===== config.mk =====
export PLATFORM = sky130hd
export DESIGN_NAME = result_stream_tx
export DESIGN_NICKNAME = d
export VERILOG_FILES = /design/src/rtl/result_stream_pkg.sv /design/src/rtl/result_stream_tx.sv
export SDC_FILE = /design/constraint.sdc
export NUM_CORES = 1
export LEC_CHECK = 0
export ABC_AREA = 1
export CAP_MARGIN = 40
export CORE_MARGIN = 1.5
export CORE_UTILIZATION = 52
export CTS_BUF_LIST = sky130_fd_sc_hd__clkbuf_8
export DETAILED_ROUTE_END_ITERATION = 8
export PLACE_DENSITY = 0.85
export SYNTH_ARGS = -nofsm -noshare
export SYNTH_HDL_FRONTEND = slang
export SYNTH_SLANG_ARGS = --single-unit

===== constraint.sdc =====
create_clock -name clk -period 10.3 [get_ports clk]
set_clock_uncertainty 0.15 [all_clocks]
set_input_delay 2.06 -clock clk [delete_from_list [all_inputs] [get_ports clk]]
set_output_delay 2.06 -clock clk [all_outputs]
set_load 0.01 [all_outputs]

===== src/rtl/result_stream_pkg.sv =====
// rtl/result_stream_pkg.sv - shared types and word layout for the result stream transmitter
package result_stream_pkg;

  typedef enum logic {
    IDLE = 1'b0,
    SEND = 1'b1
  } state_e;

  localparam int HDR_TEST_ID = 0;
  localparam int HDR_CYCLES  = 1;
  localparam int HDR_STATUS  = 2;
  localparam int ROOT_BASE   = 3;

  localparam int STATUS_DEADLOCK_BIT = 31;

endpackage


===== src/rtl/result_stream_tx.sv =====
// rtl/result_stream_tx.sv - snapshots root hub round results and streams them to the host as 32-bit words
module result_stream_tx
  import result_stream_pkg::*;
#(
  parameter int CODE_DISTANCE_X         = 3,
  parameter int CODE_DISTANCE_Z         = 3,
  parameter int ITERATION_COUNTER_WIDTH = 8,
  localparam int MEASUREMENT_ROUNDS  = (CODE_DISTANCE_X > CODE_DISTANCE_Z) ? CODE_DISTANCE_X : CODE_DISTANCE_Z,
  localparam int PU_COUNT            = CODE_DISTANCE_X * CODE_DISTANCE_Z * MEASUREMENT_ROUNDS,
  localparam int PER_DIMENSION_WIDTH = $clog2(MEASUREMENT_ROUNDS),
  localparam int ADDRESS_WIDTH       = 3 * PER_DIMENSION_WIDTH,
  localparam int ROOT_WORDS          = (PU_COUNT + 1) / 2,
  localparam int PACKET_WORDS        = 3 + ROOT_WORDS
) (
  input  logic                                clk,
  input  logic                                reset,
  input  logic                                result_valid,
  input  logic                                deadlock,
  input  logic [31:0]                         test_case,
  input  logic [31:0]                         cycle_counter,
  input  logic [ITERATION_COUNTER_WIDTH-1:0]  iteration_counter,
  input  logic [ADDRESS_WIDTH*PU_COUNT-1:0]   roots,
  output logic [31:0]                         out_data,
  output logic                                out_valid,
  input  logic                                out_ready,
  output logic                                out_last,
  output logic                                busy,
  output logic [15:0]                         dropped_count
);

  localparam int IDX_W = $clog2(PACKET_WORDS);
  localparam logic [IDX_W-1:0] LAST_IDX = IDX_W'(PACKET_WORDS - 1);

  state_e                              state_q, state_d;
  logic [IDX_W-1:0]                    idx_q, idx_d;
  logic                                trig_q;
  logic [31:0]                         test_q, test_d;
  logic [31:0]                         cyc_q, cyc_d;
  logic [31:0]                         status_q, status_d;
  logic [ADDRESS_WIDTH*PU_COUNT-1:0]   roots_q, roots_d;
  logic [15:0]                         drop_q, drop_d;

  logic trig, evt, is_last, final_hs, capture;
  logic [IDX_W-1:0] ridx;
  logic [31:0] root_word, word;
  logic [31:0] root_words [ROOT_WORDS];

  assign trig     = result_valid | deadlock;
  assign evt      = trig & ~trig_q;
  assign is_last  = (idx_q == LAST_IDX);
  assign final_hs = (state_q == SEND) & out_ready & is_last;
  // A trigger on the closing handshake starts the next packet instead of being dropped.
  assign capture  = evt & ((state_q == IDLE) | final_hs);

  always_comb begin
    state_d  = state_q;
    idx_d    = idx_q;
    test_d   = test_q;
    cyc_d    = cyc_q;
    status_d = status_q;
    roots_d  = roots_q;
    drop_d   = drop_q;
    case (state_q)
      IDLE: begin
        if (evt) begin
          state_d = SEND;
          idx_d   = '0;
        end
      end
      SEND: begin
        if (out_ready) begin
          if (is_last) begin
            idx_d = '0;
            if (!evt) state_d = IDLE;
          end else begin
            idx_d = idx_q + IDX_W'(1);
          end
        end
        if (evt && !final_hs && drop_q != 16'hFFFF) drop_d = drop_q + 16'd1;
      end
      default: state_d = IDLE;
    endcase
    if (capture) begin
      test_d   = test_case;
      cyc_d    = cycle_counter;
      status_d = 32'(iteration_counter);
      status_d[STATUS_DEADLOCK_BIT] = deadlock;
      roots_d  = roots;
    end
  end

  always_ff @(posedge clk or posedge reset) begin
    if (reset) begin
      state_q  <= IDLE;
      idx_q    <= '0;
      trig_q   <= 1'b0;
      test_q   <= '0;
      cyc_q    <= '0;
      status_q <= '0;
      roots_q  <= '0;
      drop_q   <= '0;
    end else begin
      state_q  <= state_d;
      idx_q    <= idx_d;
      trig_q   <= trig;
      test_q   <= test_d;
      cyc_q    <= cyc_d;
      status_q <= status_d;
      roots_q  <= roots_d;
      drop_q   <= drop_d;
    end
  end

  for (genvar m = 0; m < ROOT_WORDS; m++) begin : g_root_word
    logic [15:0] lo, hi;
    assign lo = 16'(roots_q[ADDRESS_WIDTH*(2*m) +: ADDRESS_WIDTH]);
    if (2*m + 1 < PU_COUNT) begin : g_hi
      assign hi = 16'(roots_q[ADDRESS_WIDTH*(2*m+1) +: ADDRESS_WIDTH]);
    end else begin : g_pad
      assign hi = 16'd0;
    end
    assign root_words[m] = {hi, lo};
  end

  assign ridx = idx_q - IDX_W'(ROOT_BASE);

  always_comb begin
    root_word = 32'd0;
    for (int m = 0; m < ROOT_WORDS; m++) begin
      if (ridx == IDX_W'(m)) root_word = root_words[m];
    end
  end

  always_comb begin
    word = root_word;
    if (idx_q == IDX_W'(HDR_TEST_ID))     word = test_q;
    else if (idx_q == IDX_W'(HDR_CYCLES)) word = cyc_q;
    else if (idx_q == IDX_W'(HDR_STATUS)) word = status_q;
  end

  assign out_valid     = (state_q == SEND);
  assign out_data      = out_valid ? word : 32'd0;
  assign out_last      = is_last & out_valid;
  assign busy          = (state_q == SEND);
  assign dropped_count = drop_q;

endmodule


==> flow_metrics.env <==
export IMPL_synth_edf_count=0
export IMPL_hpwlAfterDp_um=24300
export IMPL_fillCellCount=1741
export IMPL_yosysTopAreaCell="dfrtp_1"
export IMPL_dieArea_sq_um=24800
export IMPL_cts_setup_buffers=0
export IMPL_switching_share=0.382
export IMPL_grt_pass1_vias=10500
export IMPL_vdd_drop_max_mv=0.188
export IMPL_synth_area_sq_um=12400
export IMPL_placementRows=56
export IMPL_setup_viol=0
export IMPL_maxCapViolCount=0
export IMPL_firstDrtPassIters=5
export IMPL_cts_clk_slew_worst_paths_ps=50
export IMPL_final_nets=1778
export IMPL_min_period_over_period=0.615
export IMPL_maxSlewHeadroom=0.428
export IMPL_vias=10100
export IMPL_worst_pin_slew_ps=859
export IMPL_syn_avg_cell_area_sq_um=9.95
export IMPL_ys_types=36
export IMPL_slew_viol_final=0
export IMPL_synth_area_leaders="dfrtp_1 (52%), mux2_2 (17%), nand2_1 (6.6%)"
export IMPL_drc=0
export IMPL_viasPerCell=5.39
export IMPL_critPathKind="register to output port"
export IMPL_async_flop_share=1.00
export IMPL_clock_sinks=258
export IMPL_synth_seq_cells=258
export IMPL_cts_root_buffer="clkbuf_8"
export IMPL_synth_warnings=0
export IMPL_antennaDiodeCount=0
export IMPL_status="complete, no violations"
export IMPL_synthCells=1245
export IMPL_cts_resized=0
export IMPL_h_tree_depth=2
export IMPL_hp_class="register to register"
export IMPL_yosysSeqAreaShare=0.521
export IMPL_cts_hold_buf=0
export IMPL_path_cells="ha_1, nand2_1, inv_1, nor2_4, nand3_4, inv_2, nand3_1, nand3_1, o211ai_1, nand2_1, o21ai_1, nand2_1, nand2_1, nand2_1, nand2_1, nand2_1, nand2_1, nand3_1, nand2_1, nand2_1, nand2_1, a21oi_1, clkdlybuf4s50_1"
export IMPL_clock_latency_ps=540
export IMPL_rsz0062_at_grt="false"
export IMPL_end_kind="output port"
export IMPL_clk_path_buf_depth=3
export IMPL_gp_congestion=0.917
export IMPL_grt_ovfl_total=0
export IMPL_switching_power_w=0.00183
export IMPL_p_int_w=0.00296
export IMPL_grt_start_max_net_pins=105
export IMPL_power_frac_clock=0.185
export IMPL_hold_violations=0
export IMPL_tns_ps=0
export IMPL_start_kind="register"
export IMPL_p_comb_frac=0.442
export IMPL_die_h_um=157
export IMPL_cts_buffers=44
export IMPL_antenna_found_initial=0
export IMPL_grt_first_pass_wirelength_um=53400
export IMPL_synth_nets=1492
export IMPL_whs_ps=348
export IMPL_fin_crit_ps=6330
export IMPL_port_buffer_count=289
export IMPL_placeableCoreArea_sq_um=23400
export IMPL_synth_common_cells="dfrtp_1 (258), nand2_1 (219), mux2_2 (189)"
export IMPL_cts_tree="done"
export IMPL_synth_top_flop_cell="dfrtp_1"
export IMPL_drive_above_1_share=0.193
export IMPL_wl_per_cell_um=18.2
export IMPL_areaGrowthSynthToFinish_pct=32.3
export IMPL_crit_path_max_incr_delay_ps=590
export IMPL_gr_usage_all_layers=0.279
export IMPL_synth_most_common_cell="dfrtp_1"
export IMPL_die_w_um=157
export IMPL_start_util=0.530
export IMPL_arrival_ps=4120
export IMPL_fmax_mhz=158
export IMPL_antenna_left=0
export IMPL_crit_required_ps=8090
export IMPL_ioPinCount=290
export IMPL_slowest_stage="clkdlybuf4s50_1"
export IMPL_p_per_area_nw_per_um2=292
export IMPL_critPathMaxFanout=11
export IMPL_drtIter0Drc=507
export IMPL_power_w=0.00478
export IMPL_p_seq_frac=0.373
export IMPL_cellLeakagePower_nw=7.50
export IMPL_totalWireLength_um=34200
export IMPL_crit_path_frequent_cell="nand2_1"
export IMPL_synth_top_cell_area_share=0.521
## power by group through the flow
stage / registers, W / logic (W) / clock network, W
2_1_floorplan: 0.00169 / 0.00134 / 0
3_3_place_gp: 0.00176 / 0.00204 / 0
3_5_place_dp: 0.00178 / 0.00210 / 0
4_1_cts: 0.00177 / 0.00213 / 0.000901
5_1_grt: 0.00183 / 0.00234 / 0.000943
6_report: 0.00178 / 0.00212 / 0.000883
## routing by layer
layer / routed length (um) / GRT usage / vias to the layer above
met1: 13300 / 0.336 / 4824
met3: 3570 / 0.0931 / 101
met2: 16000 / 0.459 / 460
met5: 0 / 0 / -
met4: 1260 / 0.119 / 0
li1: - / - / 4725
## logic make-up after synthesis
logic type               synth area share
AND/OR/NAND/NOR                     0.155
flip-flops                          0.521
AO/OA/AOI/OAI                      0.0824
multiplexers                        0.172
buffers and inverters              0.0506
XOR/XNOR                           0.0113
adder cells (fa/ha/maj)           0.00808
## stage by stage
| stage | setup WS, ps | instances | utilization | area, sq um |
|---|---|---|---|---|
| final | 3970 | 1875 | 0.701 | 16400 |
| after global placement | 4640 | 1801 | 0.662 | 15500 |
| after global routing | 3660 | 1875 | 0.701 | 16400 |
| after detailed placement | 4560 | 1804 | 0.666 | 15600 |
| after floorplan | 992 | 1245 | - | 12400 |
| after CTS | 3970 | 1875 | 0.701 | 16400 |
## registers in the layout, indices dropped and copies added (netlist names)
| signal | cells |
|---|---|
| test_q | 32 |
| idx_q | 5 |
| cyc_q | 32 |
| roots_q | 162 |
| trig_q | 1 |
| status_q | 9 |
| busy | 1 |
| dropped_count | 16 |
## area by class of cell
cell class / count / area, sq um / area share
repair buffers: 300 / 3040 / 0.185
multi-input cells: 829 / 5320 / 0.324
clock inverters: 19 / 103 / 0.00626
inverters: 98 / 375 / 0.0229
well taps: 319 / 399 / 0.0243
flip-flops and latches: 258 / 6460 / 0.394
clock buffers: 52 / 716 / 0.0436
## critical path: cells and delay by family (launching register included)
| family | cells | cell delay, ps |
|---|---|---|
| AOI/OAI and AO/OA | 3 | 360 |
| and+or+nand+nor | 16 | 1750 |
| adders and majority gates | 1 | 260 |
| buffers and inverters | 3 | 760 |
| DFF | 1 | 430 |
## path summary, 6_finish.rpt
kind                                       start                       endpoint  slack (ps)  cells after the start
min in group asynchronous                  reset  dropped_count[14]$_DFFE_PP0P_        1700                      2
max in group asynchronous                  reset       roots_q[139]$_DFFE_PP0P_        7190                      3
min reg2reg                test_q[0]$_DFFE_PP0P_          test_q[0]$_DFFE_PP0P_         350                      1
max                         idx_q[0]$_DFFE_PP0P_                    out_data[3]        3970                     23
max reg2reg                 idx_q[0]$_DFFE_PP0P_        roots_q[69]$_DFFE_PP0P_        7060                      7
min                        test_q[0]$_DFFE_PP0P_          test_q[0]$_DFFE_PP0P_         350                      1
## layout by cell type, fill, tap and decap left out, types with 5 or more instances in the layout
master,count
nand3_2,6
nor2_4,9
inv_1,101
o21ai_0,28
nand4_1,5
nor2_1,76
xor2_1,10
nand3_1,79
mux2_2,189
xnor2_1,6
clkbuf_8,52
a21oi_1,135
o211ai_1,9
clkdlybuf4s50_1,289
ha_1,8
nand2_1,218
dfrtp_1,258
o21ai_1,13
inv_2,8
buf_4,8
nor3_1,9
Note: power is estimated with default switching activity, not from simulation.
